===== config.mk =====
export PLATFORM = sky130hd
export DESIGN_NAME = audio_tone_gen_flat
export DESIGN_NICKNAME = d
export VERILOG_FILES = /design/src/rtl/audio_tone_gen_if.sv /design/src/rtl/audio_tone_gen.sv /design/src/flat_wrapper.sv
export SDC_FILE = /design/constraint.sdc
export NUM_CORES = 1
export LEC_CHECK = 0
export CAP_MARGIN = 20
export CELL_PAD_IN_SITES_DETAIL_PLACEMENT = 0
export CELL_PAD_IN_SITES_GLOBAL_PLACEMENT = 1
export CORE_ASPECT_RATIO = 0.75
export CORE_UTILIZATION = 30
export CTS_BUF_LIST = sky130_fd_sc_hd__clkbuf_16
export CTS_CLUSTER_DIAMETER = 30
export CTS_CLUSTER_SIZE = 25
export DETAILED_ROUTE_END_ITERATION = 6
export GPL_TIMING_DRIVEN = 1
export PLACE_DENSITY_LB_ADDON = 0.1
export SETUP_SLACK_MARGIN = 0.5
export SYNTH_ARGS = -nofsm -noshare
export SYNTH_HDL_FRONTEND = slang
export SYNTH_SLANG_ARGS = --single-unit

===== constraint.sdc =====
create_clock -name clk -period 2.8 [get_ports clk]
set_clock_uncertainty 0.15 [all_clocks]
set_input_delay 0.42 -clock clk [delete_from_list [all_inputs] [get_ports clk]]
set_output_delay 0.42 -clock clk [all_outputs]
set_load 0.05 [all_outputs]

===== src/rtl/audio_tone_gen_if.sv =====
// Bundle of the control inputs and sample/interrupt outputs for audio_tone_gen.
// Latency: n/a (wires only).
// Backpressure: none; all signals are level or single-clk strobes.
// Signals:
//   ce                 6 MHz clock enable
//   sq1_freq, sq2_freq 12-bit channel periods in ticks
//   audio_ctl          [3:0] mode, [6:4] int B prescaler, [7] unused
//   volume             [6:0] amplitude, [7] DC bit for modes 0/8
//   ctl_wr             one-clk strobe, audio_ctl was just written
//   audio_out          signed OUT_W sample (from the generator)
//   int_b              one-clk interrupt B pulse (from the generator)
// Modports: master = register block / bench side, slave = tone generator.
interface audio_tone_gen_if #(
  parameter int OUT_W = 16
);
  logic                    ce;
  logic [11:0]             sq1_freq;
  logic [11:0]             sq2_freq;
  logic [7:0]              audio_ctl;
  logic [7:0]              volume;
  logic                    ctl_wr;
  logic signed [OUT_W-1:0] audio_out;
  logic                    int_b;

  modport master (
    output ce, sq1_freq, sq2_freq, audio_ctl, volume, ctl_wr,
    input  audio_out, int_b
  );

  modport slave (
    input  ce, sq1_freq, sq2_freq, audio_ctl, volume, ctl_wr,
    output audio_out, int_b
  );
endinterface


===== src/rtl/audio_tone_gen.sv =====
// Gamate tone generator: two square channels, optional LFSR noise, interrupt B.
// Latency: audio_out registered one ce after the tick that changed a phase; int_b one clk after the tick.
// Backpressure: none; state advances only on ce, ctl_wr restarts the timebase in the same clk.
// Ports:
//   clk, reset_n  clock and asynchronous active-low reset
//   bus (slave)   ce, sq1_freq, sq2_freq, audio_ctl, volume, ctl_wr in; audio_out, int_b out
// Build option: define AUDIO_NOISE_EN to give modes C/E the LFSR noise channel;
//   without it C plays square 2 and E plays square 1 + square 2.
module audio_tone_gen #(
  parameter int PRESCALE_DIV = 128,
  parameter int OUT_W        = 16
) (
  input  logic             clk,
  input  logic             reset_n,
  audio_tone_gen_if.slave  bus
);

  localparam int PW = (PRESCALE_DIV > 1) ? $clog2(PRESCALE_DIV) : 1;
  localparam int S  = OUT_W - 9;

  logic [PW-1:0]           r_pre;
  logic [11:0]             r_cnt1;
  logic [11:0]             r_cnt2;
  logic                    r_ph1;
  logic                    r_ph2;
  logic [6:0]              r_div;
  logic                    r_int_b;
  logic signed [OUT_W-1:0] r_out;

  logic                    w_tick;
  logic                    w_tgl2;
  logic [3:0]              w_mode;
  logic [6:0]              w_mask;
  logic                    w_div_hit;
  logic                    w_int_sup;
  logic signed [OUT_W-1:0] w_amp;
  logic signed [OUT_W-1:0] w_full;
  logic signed [OUT_W-1:0] w_s1;
  logic signed [OUT_W-1:0] w_s2;
  logic signed [OUT_W-1:0] w_mix;
  logic                    w_unused;

  assign w_mode   = bus.audio_ctl[3:0];
  assign w_unused = bus.audio_ctl[7];
  assign w_tick   = bus.ce && (r_pre == PW'(PRESCALE_DIV - 1));

  // Channel 2 toggle event; ctl_wr on the same clk cancels it.
  assign w_tgl2 = w_tick && !bus.ctl_wr && (bus.sq2_freq != 12'd0) && (r_cnt2 == 12'd0);

  // Interrupt B fires on the tick that completes 2^prescaler ticks.
  assign w_mask    = 7'((8'd1 << bus.audio_ctl[6:4]) - 8'd1);
  assign w_div_hit = &(r_div | ~w_mask);
  assign w_int_sup = (w_mode inside {4'h0, 4'h2, 4'h8, 4'hA, 4'hC, 4'hE});

  // Timebase, channel counters/phases and interrupt divider.
  always_ff @(posedge clk or negedge reset_n) begin
    if (!reset_n) begin
      r_pre  <= '0;
      r_cnt1 <= '0;
      r_cnt2 <= '0;
      r_ph1  <= 1'b0;
      r_ph2  <= 1'b0;
      r_div  <= '0;
    end else if (bus.ctl_wr) begin
      r_pre  <= '0;
      r_cnt1 <= '0;
      r_cnt2 <= '0;
      r_ph1  <= 1'b0;
      r_ph2  <= 1'b0;
      r_div  <= '0;
    end else if (bus.ce) begin
      r_pre <= w_tick ? '0 : r_pre + 1'b1;

      // A zero period parks the channel low; a new period is picked up at the next reload.
      if (bus.sq1_freq == 12'd0) begin
        r_cnt1 <= '0;
        r_ph1  <= 1'b0;
      end else if (w_tick) begin
        if (r_cnt1 == 12'd0) begin
          r_cnt1 <= bus.sq1_freq;
          r_ph1  <= ~r_ph1;
        end else begin
          r_cnt1 <= r_cnt1 - 1'b1;
        end
      end

      if (bus.sq2_freq == 12'd0) begin
        r_cnt2 <= '0;
        r_ph2  <= 1'b0;
      end else if (w_tick) begin
        if (r_cnt2 == 12'd0) begin
          r_cnt2 <= bus.sq2_freq;
          r_ph2  <= ~r_ph2;
        end else begin
          r_cnt2 <= r_cnt2 - 1'b1;
        end
      end

      if (w_tick) begin
        r_div <= r_div + 1'b1;
      end
    end
  end

  // int_b is a single-clk pulse whatever ce does on the following clk.
  always_ff @(posedge clk or negedge reset_n) begin
    if (!reset_n) begin
      r_int_b <= 1'b0;
    end else begin
      r_int_b <= w_tick && !bus.ctl_wr && w_div_hit && !w_int_sup;
    end
  end

`ifdef AUDIO_NOISE_EN
  logic [14:0]             r_lfsr;
  logic signed [OUT_W-1:0] w_nz;

  // x^15 + x^14 + 1, clocked by channel 2 toggles only while a noise mode is selected.
  always_ff @(posedge clk or negedge reset_n) begin
    if (!reset_n) begin
      r_lfsr <= 15'h7FFF;
    end else if (w_tgl2 && ((w_mode == 4'hC) || (w_mode == 4'hE))) begin
      r_lfsr <= {r_lfsr[13:0], r_lfsr[14] ^ r_lfsr[13]};
    end
  end

  assign w_nz = r_lfsr[0] ? w_amp : -w_amp;
`endif

  always_comb begin
    w_amp  = OUT_W'(bus.volume[6:0]) << S;
    w_full = OUT_W'(7'd127) << S;
    w_s1   = r_ph1 ? w_amp : -w_amp;
    w_s2   = r_ph2 ? w_amp : -w_amp;
    w_mix  = '0;
    case (w_mode)
      4'h2, 4'hA: w_mix = w_s1;
      4'h4:       w_mix = w_s2;
      4'h6:       w_mix = w_s1 + w_s2;
`ifdef AUDIO_NOISE_EN
      4'hC:       w_mix = w_nz;
      4'hE:       w_mix = w_s1 + w_nz;
`else
      4'hC:       w_mix = w_s2;
      4'hE:       w_mix = w_s1 + w_s2;
`endif
      4'h1, 4'hD: w_mix = w_amp;
      4'h0:       w_mix = bus.volume[7] ? -w_full : '0;
      4'h8:       w_mix = bus.volume[7] ? w_full : '0;
      default:    w_mix = '0;
    endcase
  end

  always_ff @(posedge clk or negedge reset_n) begin
    if (!reset_n) begin
      r_out <= '0;
    end else if (bus.ce) begin
      r_out <= w_mix;
    end
  end

  assign bus.audio_out = r_out;
  assign bus.int_b     = r_int_b;

endmodule

===== src/flat_wrapper.sv =====
// flat-port wrapper written by rule: the top's interface ports become plain ports
module audio_tone_gen_flat 
#(
  parameter int PRESCALE_DIV = 128,
  parameter int OUT_W        = 16
)
  (clk, reset_n, bus_ce, bus_sq1_freq, bus_sq2_freq, bus_audio_ctl, bus_volume, bus_ctl_wr, bus_audio_out, bus_int_b);
  audio_tone_gen_if #(.OUT_W(OUT_W)) bus_i ();
  input  logic clk;
  input  logic reset_n;
  input wire logic [$bits(bus_i.ce)-1:0] bus_ce;
  input wire logic [$bits(bus_i.sq1_freq)-1:0] bus_sq1_freq;
  input wire logic [$bits(bus_i.sq2_freq)-1:0] bus_sq2_freq;
  input wire logic [$bits(bus_i.audio_ctl)-1:0] bus_audio_ctl;
  input wire logic [$bits(bus_i.volume)-1:0] bus_volume;
  input wire logic [$bits(bus_i.ctl_wr)-1:0] bus_ctl_wr;
  output wire logic [$bits(bus_i.audio_out)-1:0] bus_audio_out;
  output wire logic [$bits(bus_i.int_b)-1:0] bus_int_b;
  assign bus_i.ce = bus_ce;
  assign bus_i.sq1_freq = bus_sq1_freq;
  assign bus_i.sq2_freq = bus_sq2_freq;
  assign bus_i.audio_ctl = bus_audio_ctl;
  assign bus_i.volume = bus_volume;
  assign bus_i.ctl_wr = bus_ctl_wr;
  assign bus_audio_out = bus_i.audio_out;
  assign bus_int_b = bus_i.int_b;
  audio_tone_gen #(.PRESCALE_DIV(PRESCALE_DIV), .OUT_W(OUT_W)) u_core (.clk(clk), .reset_n(reset_n), .bus(bus_i));
endmodule

==> results.md, run 1 <==
* Status: completed
* Final WS setup at 0.1216 ns
* Post-synthesis area per instance at between 7 and 8 sq um
* H-tree levels at 2
* Die ar. at around 0.013 sq mm
* Worst-path cell chain: buf_6 > buf_6 > inv_12 > ha_4 > mux2_4 > fa_2 > a21oi_4 > a21boi_2 > a211o_1 > buf_6 > a21oi_2 > xor2_1 > o221ai_1
* Drt drc at 0
* Iter 0 DRT Violations at ~320
* Cell taking the most area after synthesis: dfrtp_1
* Syn-to-layout area delta at 39.31%
* PD cells at roughly 400 mW/mm^2
* Crit Path Class: in2reg
* Ys Warns at 0
* Slowest stage delay, CP at between 0.4 and 0.5 ns
* Post-synthesis cell area at just under 0.004 sq mm
* Max-slew violations at 0
* Hold_ws at about 0.34 ns
* Hold worst-path end: u_core.r_cnt1[9]
* Cell count after synthesis at roughly 490
* Die width at approximately 130 um
* Clock period minus worst slack at between 2 and 3 ns
* Clk slew on worst S/H paths at 0.07 ns
* Post-Synth Simple-Gate Area at 0.2525
* CP arrival at roughly 2.7 ns
* Initial Utilization at 0.3112
* Via count of the first global-routing pass at 3729
* Top-area cell type share of the netlist area at 0.3233
* Post-synth ARST share at 1.000
* Worst reg2reg path depth at 10
* Root Driver: clkbuf_16
* Final #Nets at about 650
* Number of vias per cell at between 5 and 6
* Most frequent CP cell: buf_6
* RSZ-0062 raised after global routing: yes
* Top FF cell, synth: dfrtp_1
* Startpoint Class: input port
* Pin count of the biggest net entering global routing at 27
* Hpwl dp at approximately 9000 um
* Pleak at between 2 and 2.5 nW
* Maximum clock rate at roughly 370 MHz
* Distinct cells, synth at 59
* DR pass1 iterations at 5
* # clock sinks at 50
* Height of the die at roughly 100 um
* Total vias in the final route at ~4000
* Clock Tree Buf Depth at 2
* Later-pin clock latency in the skew report at between 0.2 and 0.3 ns
* Crit path max-delay cell type: fa_2
* Cell Area, Placed at slightly below 0.005 sq mm
* Fin Setup TNS at 0 ns
* Period utilization at 0.9566
* Global-route wire length before repair at between 15000 and 20000 um
* Global route overflow at 0
* Hold Path Cell Cnt at 1
* CP endpoint kind: flip-flop
* Core region area at 0.01244 sq mm
* Pre-CTS setup slack at -0.6288 ns
* R2R Path Start: u_core.r_ph1
* R2R Setup Slk at 0.20 ns
* Routed WL per cell at roughly 16 um
* CTS tree: built
* PortBufs at 52
* # rows at 35
* Final Hold Fails at 0
* CP required at between 2 and 3 ns
* CTS Buf Count at 5
* Post-Route WL at about 12000 um
* Placer congestion estimate at between 0.9 and 1
* Synth Area in Compound Gates at 0.2367
* Hold crit path type: reg2reg
* Post-Synth Adder-Cell Area at 0.04720
* Ant. Diodes at 0
* Seq/Total Area, Yosys at 0.3233
* Post-route ant nets at 0
* Maxcap violations at 0
* Layout cells sized above 1 at 0.1983
* Mux cell area share after synthesis at 0.01390
* Combinational family with the most area after synthesis: simple AND/OR/NAND/NOR gates
* RR Endpoint: u_core.bus.audio_out[13]
* GRT Util Overall at 0.1859
* Worst setup path start: bus_volume[1]
* Commonest non-fill, non-tap cell in the layout: buf_4
* Total I/O pin count at between 60 and 70
* Worst-margin pin slew at approximately 0.54 ns
* # setup viols final at 0
* Hold path startpoint: u_core.r_cnt1[9]
* Cell area after layout at between 0.005 and 0.006 sq mm
* Slew headroom at 0.6409
* Crit Path Max Fanout at 2
* Post-Synth XOR/XNOR Area at 0.05884
* Seq cells post-synth at 50
* Most frequent cells in the layout: 62 x buf_4, 54 x nor2_1, 50 x dfrtp_1
* Top cells by area, synth: dfrtp_1 32%, a21oi_1 5.8%, nor2_1 5.3%
* Maximum VDD drop at ~220 uV
* Number of synthesized flops with an enable pin at 0
* Initial antenna violation count at 0
## worst max path at each step
| stage | to | slack, ns | cells after the start |
|---|---|---|---|
| finish | u_core.bus.audio_out[13] | 0.12 | 13 |
| global route | u_core.bus.audio_out[15] | 0.05 | 13 |
| CTS | u_core.bus.audio_out[13] | 0.1 | 13 |
| global placement | u_core.bus.audio_out[15] | -0.63 | 12 |
| floorplan | u_core.bus.audio_out[15] | 0.12 | 11 |
| detailed placement | u_core.bus.audio_out[15] | -0.63 | 12 |
## repair_timing
action,4_1_cts,5_1_grt
pin swaps,18,19
gates cloned,0,3
setup endpoints to repair,27,33
buffers inserted,7,7
endpoints found under the hold margin,21,0
hold buffers,1,0
resized for setup,29,17
## layout make-up
| class | instances | area, sq um |
|---|---|---|
| clock inverter | 3 | 63.81 |
| tap | 166 | 207.7 |
| inverter | 24 | 107.6 |
| sequential | 50 | 1251 |
| clock buffer | 5 | 125.1 |
| multi-input combinational | 391 | 2576 |
| timing repair buffer | 122 | 1060 |
| fill | 1236 | 7046 |
## report_power, final
part	leakage (nW)	switching, mW	internal [mW]
clock	0.0915	0.273	0.509
combinational	1.47	0.336	0.274
sequential	0.687	0.0172	0.743
## critical path, delay by kind of cell
| kind | cells | cell delay, ns |
|---|---|---|
| compound gates | 5 | 0.81 |
| fa+ha+maj | 2 | 0.60 |
| buf+inv | 4 | 0.39 |
| mux | 1 | 0.29 |
| xor+xnor | 1 | 0.16 |
## per-stage QoR
stage	utilization	cells	total power, mW
after global routing	0.4335	761	2.265
after floorplan	-	497	1.091
after global placement	0.3953	735	1.318
after CTS	0.4214	751	2.140
final	0.4335	761	2.152
after detailed placement	0.3953	735	1.319
## sequential cells by signal (all words and copies together) (netlist names)
signal and flops:
u_core.r_cnt2 12, u_core.bus.audio_out 9, u_core.r_pre 7, u_core.r_ph2 1, u_core.r_cnt1 12, u_core.r_div 7, u_core.r_ph1 1, u_core.bus.int_b 1
## synth_stat cells (all sizes together) (10+ instances only)
cell	n
xor2	17
o21ai	39
inv	24
dfrtp	50
ha	13
nor2	55
nand2	35
nor4	13
nor3	21
nand3	16
clkbuf	15
o2bb2ai	10
buf	18
a21oi	45
## metal layers
layer / track usage / vias to the layer above / wire length, um
met5: 0 / - / 0
li1: - / 1980 / -
met1: 0.2869 / 1879 / 6517
met4: 0.03846 / 0 / 68
met2: 0.2666 / 126 / 4836
met3: 0.03182 / 7 / 648
## kinds of logic after synthesis
| logic type | Yosys count |
|---|---|
| buffers and inverters | 57 |
| multiplexers | 5 |
| AND/OR/NAND/NOR | 192 |
| other | 1 |
| AO/OA/AOI/OAI | 146 |
| flip-flops | 50 |
| XOR/XNOR | 26 |
| adder cells (fa/ha/maj) | 14 |
No activity file was read; power rests on OpenSTA's default activity.
==> inputs of run 2 (changes only) <==
- REMOVE_ABC_BUFFERS: unset -> 1
==> results.md, run 2 (synthesis results as in run 1) <==
* H-tree levels at 2 (unchanged)
* Status: completed
* Core region area at 0.01244 sq mm (unchanged)
* Iter 0 DRT Violations at 210 (-34%)
* Final WS setup at 0.2074 ns (+0.08581 ns)
* Final cell count without fillers at 757 (-0.53%)
* Pin count of the biggest net entering global routing at 51 (+89%)
* Crit path max-delay cell type: dfrtp_1
* Later-pin clock latency in the skew report at 0.30 ns (about the same)
* Worst-margin pin slew at 0.7327 ns (+0.1941 ns)
* # setup viols final at 0 (unchanged)
* GRT Util Overall at 0.1908 (+0.004953)
* Pre-CTS setup slack at -0.7618 ns (-0.1331 ns)
* Slew headroom at 0.5070 (-0.1339)
* CTS Buf Count at 5 (unchanged)
* Crit Path Class: reg2reg
* Total vias in the final route at 4015 (+0.58%)
* # clock sinks at 50 (unchanged)
* Syn-to-layout area delta at 41.32%
* Global route overflow at 0 (unchanged)
* Post-Route WL at 12480 um (+3.4%)
* Pleak at 2.290 nW (+1.6%)
* Final #Nets at 648 (-0.61%)
* Post-route ant nets at 0 (unchanged)
* Number of vias per cell at 5.304 (+1.1%)
* PortBufs at 52 (unchanged)
* Final Hold Fails at 0 (unchanged)
* Crit Path Max Fanout at 3 (+1)
* Highest routed layer: met4
* CP required at 2.81 ns (about the same)
* M1 wire length at 6550 um (+0.51%)
* CP arrival at 2.60 ns (-0.09 ns)
* DR pass1 iterations at 5 (unchanged)
* Maxcap violations at 0 (unchanged)
* Layout cells sized above 1 at 0.2115 (+0.01319)
* Global-route wire length before repair at 20250 um (+3.5%)
* R2R Path Start: u_core.r_ph2
* Most frequent CP cell: buf_6
* Register area at 0.001251 sq mm (unchanged)
* Initial antenna violation count at 0 (unchanged)
* Total I/O pin count at 61 (unchanged)
* Initial Utilization at 0.3112 (unchanged)
* PD cells at 384.9 mW/mm^2 (-3.6%)
* Clock Tree Buf Depth at 2 (unchanged)
* CP endpoint kind: flip-flop
* Commonest non-fill, non-tap cell in the layout: nor2_1
* Slowest stage delay, CP at 0.42 ns (about the same)
* Placed Cells at 729 (-0.82%)
* Area of the multi-input gates at 0.002664 sq mm (+3.4%)
* Drt drc at 0 (unchanged)
* Placer congestion estimate at 0.8674 (-3.8%)
* CTS tree: built
* Root Driver: clkbuf_16
* Worst-path cell chain: buf_6 > nor2_4 > xor2_2 > ha_4 > buf_6 > buf_4 > buf_6 > xor2_1 > mux2_4 > a221oi_4 > o22ai_1
* Via count of the first global-routing pass at 3865 (+3.6%)
* Startpoint Class: flip-flop
* Fillers at 1243 (+0.57%)
* Max-slew violations at 0 (unchanged)
* Met3 wire length at 486 um (-25%)
* Period utilization at 0.9259 (-0.03065)
* Ant. Diodes at 0 (unchanged)
* Hold crit path type: in2async
* Die width at 133.2 um (unchanged)
* Most frequent cells in the layout: 54 x nor2_1, 53 x buf_4, 50 x dfrtp_1
* Die ar. at 0.01336 sq mm (unchanged)
* # rows at 35 (unchanged)
* Worst setup path start: u_core.r_ph2
* Height of the die at 100.4 um (unchanged)
* RSZ-0062 raised after global routing: yes
* Routed WL per cell at 16.48 um (+3.9%)
* Hpwl dp at 8911 um (-1.3%)
* Utilization after layout at 0.4397 (+0.006237)
* Clk slew on worst S/H paths at 0.07 ns (about the same)
* Met2 WL at 5332 um (+10%)
* Maximum VDD drop at 326.4 uV (+50%)
* Clock period minus worst slack at 2.593 ns (-0.08581 ns)
* Maximum clock rate at 385.7 MHz (+3.3%)
-- run 2: cell type report --
type / count / area share
multi-input cells: 391 / 0.4871
flip-flops and latches: 50 / 0.2288
repair buffers: 118 / 0.1990
well taps: 166 / 0.03798
clock buffers: 5 / 0.02288
inverters: 24 / 0.01693
clock inverters: 3 / 0.007321
-- run 2: worst paths after layout --
check                                          end  slack (ns)  cells past startpoint
max                        u_core.bus.audio_out[9]        0.21                     11
min                               u_core.bus.int_b        0.08                      2
max reg2reg                u_core.bus.audio_out[9]        0.21                     11
min reg2reg                       u_core.r_cnt1[9]        0.34                      1
max in group asynchronous          u_core.r_pre[2]        1.97                      2
min in group clk                  u_core.r_cnt1[9]        0.34                      1
-- run 2: power breakdown --
part / internal [mW] / switching, mW / leakage, nW
clock network: 0.419 / 0.290 / 0.0836
registers: 0.743 / 0.0195 / 0.687
logic: 0.289 / 0.346 / 1.52
total: 1.45 / 0.655 / 2.29
-- run 2: worst max-delay path: cells and delay by family, from the launching register on --
family,cells,cell delay [ns]
DFF,1,0.42
and+or+nand+nor,1,0.11
muxes,1,0.28
adders and majority gates,1,0.25
AOI/OAI and AO/OA,2,0.35
xor gates and xnor gates,2,0.38
buffers and inverters,4,0.51
-- run 2: per-layer routing --
layer / vias to the layer above / GRT usage
li1: 1971 / -
met1: 1945 / 0.2873
met2: 87 / 0.2823
met3: 12 / 0.02980
met4: 0 / 0.04633
met5: - / 0
-- run 2: repair_timing --
action                                  in CTS  in global routing
pin swaps                                   33                 23
endpoints found under the setup margin      28                 35
cloned                                       0                  3
hold buffers                                 0                  0
resized for setup                           62                 26
setup buffers                                9                  8
-- run 2: stage by stage --
stage	hold WS (ns)	area (sq um)	total power, mW	setup TNS [ns]
6_report	0.08341	5469	2.105	0
5_1_grt	0.1545	5469	2.208	0
4_1_cts	0.1259	5263	2.095	0
3_5_place_dp	0.3255	4801	1.306	-3.865
3_3_place_gp	0.3258	4801	1.307	-3.562
2_1_floorplan	-0.02559	3725	1.049	-0.09294
